--- src/rtl/axis_unpad_receiver.sv ---
// axis_unpad_receiver: strips edge pad units from AXI-Stream beats, checks the pads and counts frame length
module axis_unpad_receiver #(
   parameter int UNITS = 8,
   parameter int GROUPS = 2,
   parameter int WORD_WIDTH = 8,
   parameter int KERNEL_H_MAX = 3,
   parameter int BEAT_CNT_WIDTH = 16,
   localparam int P = KERNEL_H_MAX / 2,
   localparam int UE = UNITS + 2 * P,
   localparam int NI = 2 * GROUPS * UE,
   localparam int NO = 2 * GROUPS * UNITS
) (
   input  logic                      aclk,
   input  logic                      aresetn,
   input  logic                      s_axis_tvalid,
   output logic                      s_axis_tready,
   input  logic                      s_axis_tlast,
   input  logic [NI*WORD_WIDTH-1:0]  s_axis_tdata,
   input  logic [NI-1:0]             s_axis_tkeep,
   output logic                      m_axis_tvalid,
   input  logic                      m_axis_tready,
   output logic                      m_axis_tlast,
   output logic [NO*WORD_WIDTH-1:0]  m_axis_tdata,
   output logic [NO-1:0]             m_axis_tkeep,
   output logic                      frame_done,
   output logic [BEAT_CNT_WIDTH-1:0] frame_beats,
   output logic                      pad_error,
   input  logic                      err_clear
);
   localparam int BW = NO * WORD_WIDTH + NO + 1;

   logic [NO*WORD_WIDTH-1:0]  strip_data;
   logic [NO-1:0]             strip_keep;
   logic [BW-1:0]             in_beat, d0, d1;
   logic                      v0, v1, nv0, nv1, accept, pop, bad;
   logic [BEAT_CNT_WIDTH-1:0] cnt, cnt_inc;

   for (genvar c = 0; c < 2; c++) begin : g_c
      for (genvar g = 0; g < GROUPS; g++) begin : g_g
         for (genvar u = 0; u < UNITS; u++) begin : g_u
            assign strip_data[((c*GROUPS+g)*UNITS+u)*WORD_WIDTH +: WORD_WIDTH] =
               s_axis_tdata[((c*GROUPS+g)*UE+u+P)*WORD_WIDTH +: WORD_WIDTH];
            assign strip_keep[(c*GROUPS+g)*UNITS+u] = s_axis_tkeep[(c*GROUPS+g)*UE+u+P];
         end
      end
   end

   assign in_beat = {s_axis_tlast, strip_keep, strip_data};
   assign {m_axis_tlast, m_axis_tkeep, m_axis_tdata} = d0;
   assign m_axis_tvalid = v0;
   assign accept = s_axis_tvalid & s_axis_tready;
   assign pop = v0 & m_axis_tready;
   assign nv0 = pop ? (v1 | accept) : (v0 | accept);
   assign nv1 = pop ? (v1 & accept) : (v1 | (v0 & accept));
   assign cnt_inc = (&cnt) ? cnt : cnt + 1'b1;

   // pad words must be zero and carry the keep of the first real unit of their group
   always_comb begin
      bad = 1'b0;
      for (int cc = 0; cc < 2; cc++)
         for (int gg = 0; gg < GROUPS; gg++)
            for (int i = 0; i < P; i++)
               bad = bad
                  | (s_axis_tdata[((cc*GROUPS+gg)*UE+i)*WORD_WIDTH +: WORD_WIDTH] != '0)
                  | (s_axis_tdata[((cc*GROUPS+gg)*UE+UE-1-i)*WORD_WIDTH +: WORD_WIDTH] != '0)
                  | (s_axis_tkeep[(cc*GROUPS+gg)*UE+i] != s_axis_tkeep[(cc*GROUPS+gg)*UE+P])
                  | (s_axis_tkeep[(cc*GROUPS+gg)*UE+UE-1-i] != s_axis_tkeep[(cc*GROUPS+gg)*UE+P]);
   end

   // two-entry skid buffer; d0 is the head presented on the master side
   always_ff @(posedge aclk or negedge aresetn) begin
      if (!aresetn) begin
         v0 <= 1'b0;
         v1 <= 1'b0;
         d0 <= '0;
         d1 <= '0;
         s_axis_tready <= 1'b0;
      end else begin
         v0 <= nv0;
         v1 <= nv1;
         s_axis_tready <= !(nv0 && nv1);
         if (pop && v1) d0 <= d1;
         else if (accept && (pop || !v0)) d0 <= in_beat;
         if (accept && (pop ? v1 : v0)) d1 <= in_beat;
      end
   end

   // sticky pad error; a new failure wins over a simultaneous clear
   always_ff @(posedge aclk or negedge aresetn) begin
      if (!aresetn) pad_error <= 1'b0;
      else if (accept && bad) pad_error <= 1'b1;
      else if (err_clear) pad_error <= 1'b0;
   end

   // saturating beat counter, latched into frame_beats on the last handshake of a frame
   always_ff @(posedge aclk or negedge aresetn) begin
      if (!aresetn) begin
         cnt <= '0;
         frame_beats <= '0;
         frame_done <= 1'b0;
      end else begin
         frame_done <= pop & m_axis_tlast;
         if (pop) begin
            cnt <= m_axis_tlast ? '0 : cnt_inc;
            if (m_axis_tlast) frame_beats <= cnt_inc;
         end
      end
   end
endmodule
--- config.mk ---
export PLATFORM = sky130hd
export DESIGN_NAME = axis_unpad_receiver
export DESIGN_NICKNAME = d
export VERILOG_FILES = /design/src/rtl/axis_unpad_receiver.sv
export SDC_FILE = /design/constraint.sdc
export NUM_CORES = 1
export LEC_CHECK = 0
export CORE_AREA = 2 2 260 262
export DETAILED_ROUTE_END_ITERATION = 6
export DIE_AREA = 0 0 262 264
export GPL_TIMING_DRIVEN = 0
export PLACE_DENSITY = 0.67
export SETUP_SLACK_MARGIN = 0.1
export SYNTH_ARGS = -nofsm -noshare
export SYNTH_HDL_FRONTEND = slang
export SYNTH_SLANG_ARGS = --single-unit
--- constraint.sdc ---
create_clock -name aclk -period 3.3 [get_ports aclk]
set_input_delay 0.66 -clock aclk [delete_from_list [all_inputs] [get_ports aclk]]
set_output_delay 0.66 -clock aclk [all_outputs]
set_load 0.03 [all_outputs]
==> results of run 1 <==
-- critical path: stages --
cell	delay, ps
clkdlybuf4s50_1	460
nand2_1	360
a22o_1	230
buf_2	380
clkbuf_1	630
clkbuf_1	450
nand2_1	100
o21ai_0	100
-- layout make-up --
cell class / instances / area (um2) / share of cell area [%]
repair buffers: 679 / 6890 / 19.0
diodes: 26 / 65.1 / 0.179
inverters: 15 / 56.3 / 0.155
clock buffers: 102 / 2050 / 5.65
flip-flops and latches: 615 / 15400 / 42.3
multi-input cells: 1342 / 9910 / 27.3
well taps: 873 / 1090 / 3.01
plain buffers: 145 / 683 / 1.88
clock inverters: 18 / 201 / 0.554
-- cells in the mapped netlist (3+ instances only) --
master    number  share of area (%)
nand3_1       11               0.21
nor2_1        14               0.20
o22ai_1        4              0.096
and4_1         3               0.10
o21ai_0      239                4.6
dfrtp_1      615                 59
inv_1         13               0.19
nand2_1      311                4.5
and3_1         6               0.14
nand4_1       10               0.24
a221o_1        3               0.12
a21oi_1       11               0.21
nor3_1         9               0.17
or3_1          4              0.096
o311a_1        3               0.12
nor4_1        17               0.41
o31ai_1        7               0.20
buf_2         90                1.7
mux2_2       289                 12
mux2i_1      283                 11
o21ai_1       53                1.0
a222oi_1       8               0.31
o211ai_1       5               0.14
buf_4          3              0.086
a31oi_1       11               0.26
or4_1          7               0.20
clkbuf_1      50               0.72
-- metal layers --
metal / track usage [%] / up-vias
li1: - / 9054
met1: 28.5 / 9950
met2: 38.5 / 568
met3: 6.98 / 177
met4: 11.6 / 16
met5: 0 / -
-- sequential cells by signal, summed over array words and instances, names as in the netlist --
register / flops
cnt: 16
d0: 289
d1: 289
frame_beats: 16
frame_done: 1
m_axis_tvalid: 1
pad_error: 1
s_axis_tready: 1
v1: 1
-- worst paths after layout --
check / cells past startpoint / endpoint / slack (ps) / start
setup / recovery: 8 / d0[55] / 420 / s_axis_tvalid
hold / removal: 1 / d0[100] / 90 / aresetn
setup reg to reg: 7 / d0[55] / 560 / s_axis_tready
hold reg to reg: 2 / d0[44] / 480 / d0[44]
max in group asynchronous: 4 / d1[194] / 1290 / aresetn
min in group aclk: 2 / d0[44] / 480 / d0[44]
-- kinds of logic after synthesis --
family          Yosys count  synth area share (%)
flops                   615                  59.1
simple gates            410                  7.08
buf+inv                 160                  2.84
fa+ha+maj                 1                0.0480
xor+xnor                  1                0.0336
mux                     572                  23.4
compound gates          358                  7.53
-- power groups by stage --
stage	combinational [mW]	clock, mW	sequential (mW)
floorplan	6.74	0	16.5
global placement	16.9	0	13.3
detailed placement	17.3	0	13.4
CTS	17.4	7.84	13.3
global route	18.4	8.17	13.7
finish	17.2	7.65	13.3
==> results.md, run 1 <==
* Drt first pass iters at 6
* Worst Setup End Kind: flip-flop
* Post-synth EDFFs at 0
* Drt wl/cell at 21.6 um
* Via/cell ratio at 5.18
* Antenna viol nets, final at 0
* CTS H-Tree Depth at 3
* Top_reg_cell synth: dfrtp_1
* Yosys reg bits at 615
* Proportion of layout cells with a drive suffix above 1 at 17.5%
* Avg Inst Size Synth at 12.3 um2
* Crit-path max FO at 10
* Critical path startpoint category: primary input
* Slew @ Worst Pin at 1060 ps
* Root Buffer: clkbuf_16
* Hold WC Path Type: in -> async
* RSZ-0062 raised after global routing: false
* Pwr Density at 1050 nW/um2
* Syn Nets at 2484
* Initial drt markers at 1349
* Lkg Pwr at 15.2 nW
* Final core occ at 54.6%
* Number of post-CTS setup repair buffers at 0
* CTS tree: built
* Final HPWL DP at 61.5 mm
* Routed WL at 82.5 mm
* Clock Tree Buf Depth at 3
* Clock sinks at 615
* CTS Buf Count at 69
* Pre-CTS worst setup slack at -281 ps
* Final Skew at 24.6 ps
* Synthesized area at 26000 um2
* Met3 Wirelength at 5.80 mm
* Wl on met1 at 32.8 mm
* Initial antenna violation count at 36
* Initial core utilization at 39.1%
* Worst endpoint required time at 3800 ps
* Post-route setup slack at 415 ps
* Yosys warnings at 0
* Core area at 66600 um2
* Achievable Freq at 347 MHz
* Period utilisation layout at 87.4%
* Max Cap Viol at 0
* Relative slew slack at 29.4%
* Uppermost layer routed: met5
* TNS Setup at 0 ps
* Largest net degree at the start of global routing at 125
* Clock-pin slew on the worst setup and hold paths at 50 ps
* Clock group share of total power at 20.1%
* Commonest non-fill, non-tap cell in the layout: clkdlybuf4s50_1
* Placed Instance Area at 34000 um2
* Hold Buf Count CTS at 0
* NetSw at 15.0 mW
* FILL cells at 5654
* Row count at 95
* Share of power burned in combinational logic at 45.0%
* Sw Ratio at 39.3%
* Gr usage total at 23.6%
* Pint at 23.1 mW
* IO Count at 675
* WS Path Type: in -> reg
* Final Hold Viols at 0
* Min cycle time layout at 2880 ps
* Clock Latency Late Sink at 610 ps
* Total power at 38.1 mW
* Die ar. at 69200 um2
* Post_cts resized at 0
* FFs w/ async S/R, synth at 100%
* Die width at 262 um
* RD Place Congestion at 0.949
* Vias in the first global route at 20900
* Die H at 264 um
* IO buf count at 674
* GRT overflow at 0
* # setup viols final at 0
* Finished Cell Area at 36300 um2
* Worst vdd ir at 0.550 mV
* Synthesized instance count at 2117
* P&R area growth vs syn at 39.6%
* Netlist cell types at 59
* Most frequent cells in the layout: clkdlybuf4s50_1 (673), dfrtp_1 (615), nand2_1 (311), mux2_2 (289), mux2i_1 (283)
* Seq/Total Area, Yosys at 59.1%
* Nets at 3234
* Via count at 19800
* Slew Limit Fails at 0
* First-pass GRT wire length at 125 mm
* Fin cells at 3815
* Wire length on met2 at 40.5 mm
* Hold slack at 86.1 ps
* Placed cell count at 3669
* DRC at 0
* CP arrival at 3390 ps
* Sequential share of power at 34.9%
* Outcome: finished clean
Note: power is estimated with default switching activity, not from simulation.
==> run 2, diff against run 1 <==
CORE_AREA = 2 2 262 264   (was 2 2 260 262)
DIE_AREA = 0 0 264 266   (was 0 0 262 264)
PLACE_DENSITY = 0.68   (was 0.67)
SETUP_SLACK_MARGIN = 0.4   (was 0.1)
clock period = 2.4 ns   (was 3.3 ns; I/O delays follow)
==> results.md, run 2 (synthesis results as in run 1) <==
* Die ar. at 70200 um2 (+1.5%)
* Largest net degree at the start of global routing at 124 (-0.80%)
* Min cycle time layout at 2000 ps
* WS Path Type: reg -> out
* CTS H-Tree Depth at 3 (unchanged)
* Most frequent cells in the layout: dfrtp_1 (613), clkdlybuf4s50_1 (363), nand2_1 (309), dlygate4sd2_1 (303), mux2_2 (289)
* Worst path cell trace: dlygate4sd2_1
* Row count at 96 (+1.1%)
* Placed Instance Area at 34000 um2 (about the same)
* Clock-pin slew on the worst setup and hold paths at 60 ps (about the same)
* # setup viols final at 0 (unchanged)
* CTS tree: built
* Biggest regs: d0 x289, d1 x289
* Proportion of layout cells with a drive suffix above 1 at 19.3% (+1.8 points)
* Worst R2R End: frame_beats[14]
* Vias in the first global route at 21000 (+0.17%)
* CP arrival at 1520 ps (-1870 ps)
* Largest stage delay, worst path at 520 ps (-110 ps)
* Reg-to-Reg Start: cnt[0]
* Slew @ Worst Pin at 888 ps (-170 ps)
* CTS Buf Count at 69 (unchanged)
* Post-route setup slack at 399 ps (-16.7 ps)
* Pre-CTS worst setup slack at -1190 ps (-911 ps)
* Relative slew slack at 40.3% (+11 points)
* Worst reg2reg path depth at 6 (-1)
* Finished Cell Area at 36300 um2 (about the same)
* DRC at 0 (unchanged)
* Nets at 3245 (+0.34%)
* Period utilisation layout at 83.4%
* Antenna viol nets, final at 0 (unchanged)
* Final Hold Viols at 57 (+57)
* IO buf count at 674 (unchanged)
* Slowest cell on the critical path: dlygate4sd2_1
* Core area at 67700 um2 (+1.8%)
* Drt first pass iters at 5 (-1)
* Crit path max-delay family: buffers and inverters
* Outcome: finished, violations left
* Final Skew at 30.3 ps (+5.73 ps)
* Gr usage total at 24.2% (+0.53 points)
* GRT overflow at 0 (unchanged)
* Crit-path max FO at 3 (-7)
* Initial core utilization at 38.4% (-0.68 points)
* Worst endpoint required time at 1920 ps (-1880 ps)
* Achievable Freq at 500 MHz
* Die H at 266 um (+0.76%)
* RSZ-0062 raised after global routing: true
* Clock Tree Buf Depth at 3 (unchanged)
* Final HPWL DP at 63.7 mm (+3.5%)
* Max Cap Viol at 0 (unchanged)
* Initial antenna violation count at 27 (-25%)
* P&R area growth vs syn at 39.5% (about the same)
* Hold WC Path Type: in -> async
* First-pass GRT wire length at 129 mm (+3.7%)
* Die width at 264 um (+0.76%)
* Root Buffer: clkbuf_16
* RD Place Congestion at 0.944 (-0.55%)
* Via/cell ratio at 5.20 (+0.44%)
* Flop2flop setup slack at 450 ps (-110 ps)
* Drt wl/cell at 22.4 um (+3.5%)
* Slew Limit Fails at 0 (unchanged)
* Critical path startpoint category: flip-flop
* Lkg Pwr at 16.1 nW (+6.1%)
* Routed WL at 85.7 mm (+3.9%)
* Worst Setup End Kind: primary output
* Worst path bufs/invs at 1 (-3)
* Placed cell count at 3678 (+0.25%)
* Initial drt markers at 1233 (-8.6%)
* Via count at 19900 (+0.84%)
* Fin cells at 3830 (+0.39%)
* Failing checks: hold timing
* Worst vdd ir at 0.807 mV (+47%)
* Hold slack at -167 ps (-253 ps)
* Final core occ at 53.6% (-0.98 points)
* Clock Latency Late Sink at 610 ps (about the same)
* IO Count at 675 (unchanged)
* Commonest non-fill, non-tap cell in the layout: dfrtp_1
* TNS Setup at 0 ps (unchanged)
* Pwr Density at 1410 nW/um2 (+34%)
* Clock sinks at 615 (unchanged)
[run 2: cell count changes in the layout (fill, tap and decap cells not counted), sizes merged, moves of 2 or more]
cell           previous run  this run
dlymetal6s2s              0         2
dlygate4sd2               0       303
clkdlybuf4s50           673       363
clkinv                   12        15
diode                    26        18
clkinvlp                  1         5
clkbuf                  152       157
clkdlybuf4s15             0         4
[run 2: where the power goes]
group | internal (mW) | total [mW] | switching, mW
sequential | 15.5 | 18.2 | 2.68
combinational | 8.60 | 22.4 | 13.8
clock | 6.30 | 10.6 | 4.32
[run 2: area by class of cell]
cell class | instances | area [um2]
clock inverters | 27 | 274
clock buffers | 96 | 2010
flip-flops and latches | 615 | 15400
inverters | 15 | 56.3
fillers | 5917 | 31400
well taps | 882 | 1100
multi-input cells | 1342 | 9960
plain buffers | 145 | 873
diodes | 18 | 45.0
repair buffers | 690 | 6610
[run 2: per-stage QoR]
| step | total power [mW] | hold WS [ps] |
|---|---|---|
| after floorplan | 32.0 | 184 |
| after global placement | 41.6 | 461 |
| after detailed placement | 42.4 | 461 |
| after CTS | 51.6 | -189 |
| after global routing | 54.1 | -160 |
| final | 51.2 | -167 |
[run 2: layer usage]
layer / track usage, % / wire (um)
met3: 6.95 / 6040
met5: 0 / 115
met2: 40.2 / 42100
met1: 29.0 / 33900
met4: 11.2 / 3570
[run 2: repair_timing]
item | 4_1_cts | 5_1_grt
endpoints found under the hold margin | 57 | 57
gates cloned | 0 | 1
endpoints found under the setup margin | 833 | 567
setup buffers | 6 | 4
pin swaps | 3 | 3
resized for setup | 357 | 82
[run 2: how the worst max path moves through the flow]
stage	startpoint	to	slack, ps	cells after the start
3_5_place_dp	s_axis_tvalid	d0[127]	-1190	9
3_3_place_gp	aresetn	d0[256]	-26010	1
4_1_cts	d0[141]	m_axis_tdata[141]	260	1
6_report	m_axis_tvalid	m_axis_tvalid	400	1
2_1_floorplan	cnt[0]	cnt[11]	480	7
5_1_grt	m_axis_tvalid	m_axis_tvalid	360	1
